File: config.mk
export PLATFORM = sky130hd
export DESIGN_NAME = iq_nco_lookup_scheduler_flat
export DESIGN_NICKNAME = d
export VERILOG_FILES = /design/src/rtl/iq_nco_lookup_scheduler_if.sv /design/src/rtl/iq_nco_lookup_scheduler.sv /design/src/flat_wrapper.sv
export SDC_FILE = /design/constraint.sdc
export NUM_CORES = 1
export LEC_CHECK = 0
export BUFFER_PORTS_ARGS = -buffer_cell sky130_fd_sc_hd__buf_2
export CORE_UTILIZATION = 62
export DETAILED_ROUTE_END_ITERATION = 6
export GPL_ROUTABILITY_DRIVEN = 0
export HOLD_SLACK_MARGIN = 0.03
export PLACE_DENSITY = 0.85
export SYNTH_ARGS = -nofsm -noshare
export SYNTH_HDL_FRONTEND = slang
export SYNTH_SLANG_ARGS = --single-unit
File: constraint.sdc
create_clock -name i_clk -period 3.6 [get_ports i_clk]
set_input_delay 0.18 -clock i_clk [delete_from_list [all_inputs] [get_ports i_clk]]
set_output_delay 0.18 -clock i_clk [all_outputs]
set_load 0.05 [all_outputs]
File: src/rtl/iq_nco_lookup_scheduler_if.sv
// Sample-strobe, FCW, lookup and I/Q output bundle for iq_nco_lookup_scheduler.
// slave = scheduler side; master = timing generator / lookup / mixer side.
interface iq_nco_lookup_scheduler_if #(
  parameter int AW = 32,
  parameter int PW = 12,
  parameter int OW = 16
);
  logic                 i_sample_stb;
  logic                 i_sync;
  logic [AW-1:0]        i_fcw;
  logic                 i_fcw_valid;
  logic                 o_fcw_ready;
  logic [PW-1:0]        o_phase;
  logic                 o_lookup_ce;
  logic signed [OW:0]   i_lookup_val;
  logic signed [OW:0]   o_i;
  logic signed [OW:0]   o_q;
  logic                 o_valid;
  logic                 o_busy;
  logic                 o_overrun;

  modport master (
    output i_sample_stb, i_sync, i_fcw, i_fcw_valid, i_lookup_val,
    input  o_fcw_ready, o_phase, o_lookup_ce, o_i, o_q, o_valid, o_busy, o_overrun
  );

  modport slave (
    input  i_sample_stb, i_sync, i_fcw, i_fcw_valid, i_lookup_val,
    output o_fcw_ready, o_phase, o_lookup_ce, o_i, o_q, o_valid, o_busy, o_overrun
  );
endinterface

File: src/rtl/iq_nco_lookup_scheduler.sv
// NCO controller time-sharing one quarter-wave lookup between cos (I) and sin (Q).
// Optional phase dithering is enabled by defining PHASE_DITHER_EN.
module iq_nco_lookup_scheduler #(
  parameter int AW  = 32,
  parameter int PW  = 12,
  parameter int OW  = 16,
  parameter int LAT = 4
) (
  input  logic                     i_clk,
  input  logic                     i_reset_n,
  iq_nco_lookup_scheduler_if.slave bus
);

  localparam int            CW      = $clog2(LAT + 1) + 1;
  localparam logic [CW-1:0] LAT_CNT = CW'(LAT);
  localparam logic [CW-1:0] CNT_ONE = CW'(1'b1);
  localparam logic [PW-1:0] QUARTER = {2'b01, {(PW-2){1'b0}}};

  typedef enum logic [2:0] {
    ST_IDLE      = 3'd0,
    ST_ISSUE_COS = 3'd1,
    ST_ISSUE_SIN = 3'd2,
    ST_WAIT      = 3'd3,
    ST_CAP_SIN   = 3'd4
  } state_t;

  state_t             state_r;
  state_t             state_next_s;
  logic [AW-1:0]      acc_r;
  logic [AW-1:0]      fcw_reg_r;
  logic [AW-1:0]      acc_base_s;
  logic [PW-1:0]      ph_s;
  logic [PW-1:0]      ph_r;
  logic [PW-1:0]      phase_r;
  logic [CW-1:0]      cnt_r;
  logic signed [OW:0] cos_r;
  logic signed [OW:0] i_r;
  logic signed [OW:0] q_r;
  logic               ce_r;
  logic               valid_r;
  logic               busy_r;
  logic               overrun_r;
  logic               fcw_ready_r;
  logic               stb_accept_s;
  logic               stb_drop_s;
  logic               fcw_accept_s;
  logic               cos_cap_s;

  assign stb_accept_s = bus.i_sample_stb && (state_r == ST_IDLE);
  assign stb_drop_s   = bus.i_sample_stb && (state_r != ST_IDLE);
  assign fcw_accept_s = bus.i_fcw_valid && fcw_ready_r;
  // cnt_r equals k in cycle Ck, so the cos result lands while still in WAIT
  assign cos_cap_s    = (state_r == ST_WAIT) && (cnt_r == LAT_CNT);
  assign acc_base_s   = bus.i_sync ? {AW{1'b0}} : acc_r;

`ifdef PHASE_DITHER_EN
  localparam int D = ((AW - PW) < 16) ? (AW - PW) : 16;

  logic [15:0]   lfsr_r;
  logic [AW-1:0] dith_sum_s;

  function automatic logic [15:0] lfsr_step(input logic [15:0] s);
    lfsr_step = {1'b0, s[15:1]} ^ (s[0] ? 16'hB400 : 16'h0000);
  endfunction

  assign dith_sum_s = acc_base_s + AW'(lfsr_r[D-1:0]);
  assign ph_s       = dith_sum_s[AW-1 -: PW];

  // Dither sequence advances once per accepted strobe
  always_ff @(posedge i_clk) begin
    if (!i_reset_n) begin
      lfsr_r <= 16'hACE1;
    end else if (stb_accept_s) begin
      lfsr_r <= lfsr_step(lfsr_r);
    end else begin
      lfsr_r <= lfsr_r;
    end
  end
`else
  assign ph_s = acc_base_s[AW-1 -: PW];
`endif

  // Next-state logic for the cos/sin issue and capture sequence
  always_comb begin
    state_next_s = state_r;
    case (state_r)
      ST_IDLE: begin
        if (stb_accept_s) begin
          state_next_s = ST_ISSUE_COS;
        end else begin
          state_next_s = ST_IDLE;
        end
      end
      ST_ISSUE_COS: state_next_s = ST_ISSUE_SIN;
      ST_ISSUE_SIN: state_next_s = ST_WAIT;
      ST_WAIT: begin
        if (cnt_r == LAT_CNT) begin
          state_next_s = ST_CAP_SIN;
        end else begin
          state_next_s = ST_WAIT;
        end
      end
      ST_CAP_SIN:   state_next_s = ST_IDLE;
      default:      state_next_s = ST_IDLE;
    endcase
  end

  // State, cycle counter, accumulator and FCW register
  always_ff @(posedge i_clk) begin
    if (!i_reset_n) begin
      state_r   <= ST_IDLE;
      cnt_r     <= {CW{1'b0}};
      acc_r     <= {AW{1'b0}};
      fcw_reg_r <= {AW{1'b0}};
      ph_r      <= {PW{1'b0}};
    end else begin
      state_r <= state_next_s;
      if (stb_accept_s) begin
        cnt_r <= {CW{1'b0}};
        ph_r  <= ph_s;
      end else if (state_r != ST_IDLE) begin
        cnt_r <= cnt_r + CNT_ONE;
      end
      // Sync wins over accumulation; a coincident strobe restarts from one step
      if (bus.i_sync) begin
        acc_r <= stb_accept_s ? fcw_reg_r : {AW{1'b0}};
      end else if (stb_accept_s) begin
        acc_r <= acc_r + fcw_reg_r;
      end
      if (fcw_accept_s) begin
        fcw_reg_r <= bus.i_fcw;
      end
    end
  end

  // Registered lookup drive, result capture and status outputs
  always_ff @(posedge i_clk) begin
    if (!i_reset_n) begin
      phase_r     <= {PW{1'b0}};
      ce_r        <= 1'b0;
      cos_r       <= '0;
      i_r         <= '0;
      q_r         <= '0;
      valid_r     <= 1'b0;
      busy_r      <= 1'b0;
      overrun_r   <= 1'b0;
      fcw_ready_r <= 1'b0;
    end else begin
      ce_r        <= (state_next_s == ST_ISSUE_COS) || (state_next_s == ST_ISSUE_SIN) ||
                     (state_next_s == ST_WAIT);
      busy_r      <= (state_next_s != ST_IDLE);
      fcw_ready_r <= (state_next_s == ST_IDLE);
      valid_r     <= (state_r == ST_CAP_SIN);
      overrun_r   <= overrun_r | stb_drop_s;
      if (stb_accept_s) begin
        phase_r <= ph_s + QUARTER;
      end else if (state_r == ST_ISSUE_COS) begin
        phase_r <= ph_r;
      end
      if (cos_cap_s) begin
        cos_r <= bus.i_lookup_val;
      end
      if (state_r == ST_CAP_SIN) begin
        i_r <= cos_r;
        q_r <= bus.i_lookup_val;
      end
    end
  end

  assign bus.o_phase     = phase_r;
  assign bus.o_lookup_ce = ce_r;
  assign bus.o_i         = i_r;
  assign bus.o_q         = q_r;
  assign bus.o_valid     = valid_r;
  assign bus.o_busy      = busy_r;
  assign bus.o_overrun   = overrun_r;
  assign bus.o_fcw_ready = fcw_ready_r;

endmodule
File: src/flat_wrapper.sv
// flat-port wrapper written by rule: the top's interface ports become plain ports
module iq_nco_lookup_scheduler_flat 
#(
  parameter int AW  = 32,
  parameter int PW  = 12,
  parameter int OW  = 16,
  parameter int LAT = 4
)
  (i_clk, i_reset_n, bus_i_sample_stb, bus_i_sync, bus_i_fcw, bus_i_fcw_valid, bus_i_lookup_val, bus_o_fcw_ready, bus_o_phase, bus_o_lookup_ce, bus_o_i, bus_o_q, bus_o_valid, bus_o_busy, bus_o_overrun);
  iq_nco_lookup_scheduler_if #(.AW(AW), .PW(PW), .OW(OW)) bus_i ();
  input  logic i_clk;
  input  logic i_reset_n;
  input wire logic [$bits(bus_i.i_sample_stb)-1:0] bus_i_sample_stb;
  input wire logic [$bits(bus_i.i_sync)-1:0] bus_i_sync;
  input wire logic [$bits(bus_i.i_fcw)-1:0] bus_i_fcw;
  input wire logic [$bits(bus_i.i_fcw_valid)-1:0] bus_i_fcw_valid;
  input wire logic [$bits(bus_i.i_lookup_val)-1:0] bus_i_lookup_val;
  output wire logic [$bits(bus_i.o_fcw_ready)-1:0] bus_o_fcw_ready;
  output wire logic [$bits(bus_i.o_phase)-1:0] bus_o_phase;
  output wire logic [$bits(bus_i.o_lookup_ce)-1:0] bus_o_lookup_ce;
  output wire logic [$bits(bus_i.o_i)-1:0] bus_o_i;
  output wire logic [$bits(bus_i.o_q)-1:0] bus_o_q;
  output wire logic [$bits(bus_i.o_valid)-1:0] bus_o_valid;
  output wire logic [$bits(bus_i.o_busy)-1:0] bus_o_busy;
  output wire logic [$bits(bus_i.o_overrun)-1:0] bus_o_overrun;
  assign bus_i.i_sample_stb = bus_i_sample_stb;
  assign bus_i.i_sync = bus_i_sync;
  assign bus_i.i_fcw = bus_i_fcw;
  assign bus_i.i_fcw_valid = bus_i_fcw_valid;
  assign bus_i.i_lookup_val = bus_i_lookup_val;
  assign bus_o_fcw_ready = bus_i.o_fcw_ready;
  assign bus_o_phase = bus_i.o_phase;
  assign bus_o_lookup_ce = bus_i.o_lookup_ce;
  assign bus_o_i = bus_i.o_i;
  assign bus_o_q = bus_i.o_q;
  assign bus_o_valid = bus_i.o_valid;
  assign bus_o_busy = bus_i.o_busy;
  assign bus_o_overrun = bus_i.o_overrun;
  iq_nco_lookup_scheduler #(.AW(AW), .PW(PW), .OW(OW), .LAT(LAT)) u_core (.i_clk(i_clk), .i_reset_n(i_reset_n), .bus(bus_i));
endmodule
==> results.cfg <==
[timing]
worst_slack_ps = 798
timing.final.crit_share_pct = 77.8
setup-tns-final_ps = 0
skew_ps = 7.75
tightest_slew_ps = 873
slew_violations = 0
layout_min_cycle_time_ps = 2800
rsz0062_at_grt = no
setup_violations = 0
hold_viol = 0
fmax_mhz = 357
max_slew_margin_pct = 41.8

[grt]
grt_max_degree = 86
grt.overflow.total = 0
use_met3_pct = 8.59
grt_pass1_wl_um = 31000
use_met2_pct = 48.4
grt_pass1_vias = 6549
grt_use_total_pct = 30.6
antenna_found_initial = 0
top_usage_layer = met2
grt_use_met1_pct = 39.7

[pwr]
p_leak_nw = 3.94
peakVddDrop_mv = 0.558
p_per_area_mw_per_mm2 = 431

[route]
via_per_inst = 5.78
finalWirelength_um = 19100
num_vias = 7053
drt-pass1-iter-count = 5
ant_nets = 0
drt-initial-drc-count = 534
wl_per_cell_um = 15.6
route.detailed.drc = 0

[die]
die_w_um = 113
core_area_mm2 = 0.0120
dieArea_mm2 = 0.0127
initial_utilization_pct = 63.5
rows = 40
num_io_pins = 105
die_height_um = 113

[run_status]
status = complete, no violations

[logic_synthesis]
yosysWarnings = 0
async_flop_share_pct = 0
ys_ff_latch = 151
synth_area_mm2 = 0.00759
synth_fp_nets = 1027
synth-main-ff-cell = dfxtp_1
avgSynthCellArea_um2 = 8.08
seq_area_frac_synth_pct = 39.8
synth_cells = 939
yosys.cell_types.count = 59
synth_edf_count = 0

[cells_and_area]
final_util_pct = 76.9
fillCellCount = 870
layout.cells.non_filler = 1220
layout-drive-gt1-share_pct = 14.5
ff_latch_area_mm2 = 0.00302
syn2layout_area_growth_pct = 21.2
design_area_mm2 = 0.00920
n_antenna_cell = 0
multi_input_area_mm2 = 0.00429
fin_nets = 1149

[clock_network]
clkLatencyLatePin_ps = 430
cts-buffers-inserted = 17
clock_path_buffers = 2
htreeDepth = 4
clk_pin_slew_ps = 60
cts_root_buffer = clkbuf_16
cts_sinks = 151
cts_tree = yes

[critical_path]
critPathArrivalTime_ps = 3120
startpoint = u_core.fcw_reg_r[0]
r2r_cells = 11
cp_max_fo = 4
startpoint_type = register
path_class = reg2reg
critPathCaptureType = register
rr_endpoint = u_core.acc_r[30]
rrSetupSlack_ps = 800
required_ps = 3920
r2r_start = u_core.fcw_reg_r[0]

[placement]
place_inst = 1143
dp_hpwl_um = 11600
port_buffers = 104
post-place-ws_ps = 885
dpl_cell_area_mm2 = 0.00816

[hold_path]
hold_end = u_core.fcw_reg_r[0]
min_path_type = in2reg
holdPathStages = 3
hp-start = bus_i_fcw[0]

[flow_run]
cap_viol_max_count = 0
## stage by stage
stage	power (mW)	hold WS, ps
2_1_floorplan	2.07	325
3_3_place_gp	2.18	430
3_5_place_dp	2.19	439
4_1_cts	3.97	33.0
5_1_grt	4.10	40.3
6_report	3.97	43.9
## cell families (layout without fill, tap and decap cells)
logic type	after synthesis	count (layout)	share of synthesized area (%)
multiplexers	8	8	1.06
flip-flops	151	151	39.8
AO/OA/AOI/OAI	263	263	23.5
AND/OR/NAND/NOR	382	382	22.9
adder cells (fa/ha/maj)	34	34	5.70
XOR/XNOR	28	28	3.23
buffers and inverters	73	207	3.73
## critical path: stages, from the launching register on
cell      delay, ps
dfxtp_1         330
ha_1            240
fa_1            400
a21oi_1         190
nand4b_1        160
a21oi_1         120
o211ai_1        360
a21oi_1         200
o211ai_1        240
and4_1          210
nor4_1           50
o21a_1          210
## synthesized netlist by cell type (all sizes together), types with 2 or more instances
master	n	area (µm²)
nand4b	3	26.3
nor4	2	12.5
or4b	2	20.0
nand3	8	40.0
nor2b	21	131
a21o	16	120
a31oi	6	37.5
a22oi	2	15.0
a211oi	3	22.5
and2	25	156
xnor2	13	114
nor3b	14	105
nand2	241	907
or3	3	18.8
o21ai	36	184
o211ai	5	47.5
nand2b	4	25.0
mux2i	8	80.1
dfxtp	151	3020
buf	4	23.8
a41oi	3	26.3
o211a	10	100
and4b	2	20.0
nor3	7	35.0
inv	14	52.6
ha	33	413
o21bai	4	30.0
a21boi	93	698
xor2	15	131
nand4	9	62.6
o21a	7	52.6
nor2	33	124
a22o	4	35.0
clkbuf	55	206
and3	6	37.5
a21oi	64	324
## layout by cell type, fill, tap and decap left out, types with 6 or more instances in the layout
cell and instances:
nor2_1 33, a31oi_1 6, buf_4 13, nor3b_1 14
inv_1 14, a21boi_0 85, a21oi_1 63, a21o_1 16
xor2_1 15, o21ai_0 26, dlygate4sd3_1 46, and2_1 25
nand3_1 8, clkbuf_16 17, ha_1 33, o21a_1 7
dfxtp_1 151, buf_2 103, and3_1 6, mux2i_1 8
xnor2_1 13, nand4_1 8, a21boi_1 8, nor2b_1 21
o211a_1 10, nor3_1 6, nand2_1 240, o21ai_1 9
## per-layer routing
| layer | up-vias | wire, µm | share of wire [%] |
|---|---|---|---|
| met5 | - | 0 | 0 |
| met1 | 3301 | 8690 | 46 |
| met4 | 0 | 485 | 2.5 |
| met3 | 50 | 1190 | 6.2 |
| met2 | 243 | 8690 | 46 |
| li1 | 3459 | - | - |
## report_power, final
group,internal [mW],switching (mW),total (mW)
sequential,1.72,0.0347,1.75
combinational,0.170,0.279,0.450
clock,1.05,0.714,1.77
total,2.94,1.03,3.97
## flip-flops by register name (all words and copies together) (netlist names)
signal and cells:
u_core.state_r 3, u_core.cos_r 17, u_core.bus.o_valid 1, u_core.bus.o_busy 1, u_core.acc_r 32, u_core.bus.o_lookup_ce 1, u_core.bus.o_fcw_ready 1, u_core.bus.o_i 17
u_core.bus.o_phase 12, u_core.cnt_r 4, u_core.fcw_reg_r 32, u_core.bus.o_q 17, u_core.ph_r 12, u_core.bus.o_overrun 1
## worst max-delay path by stage
stage	endpoint	slack, ps	depth (start not counted)
after global routing	u_core.acc_r[30]	580	11
after detailed placement	u_core.acc_r[30]	880	11
final	u_core.acc_r[30]	800	11
after global placement	u_core.acc_r[30]	950	11
after floorplan	u_core.acc_r[24]	1120	11
after CTS	u_core.acc_r[30]	830	11
## timing repair
| item | CTS | global route |
|---|---|---|
| buffers inserted | 0 | 0 |
| endpoints found under the hold margin | 60 | 0 |
| resized for setup | 0 | 0 |
| hold buffers | 46 | 0 |
## final cells by class
class	count	area share, %
clock buffers	20	4.96
clock inverters	11	1.35
inverters	14	0.571
multi-input cells	715	46.6
flip-flops and latches	151	32.8
well taps	147	2.00
repair buffers	162	11.7
No activity file was read; power rests on OpenSTA's default activity.
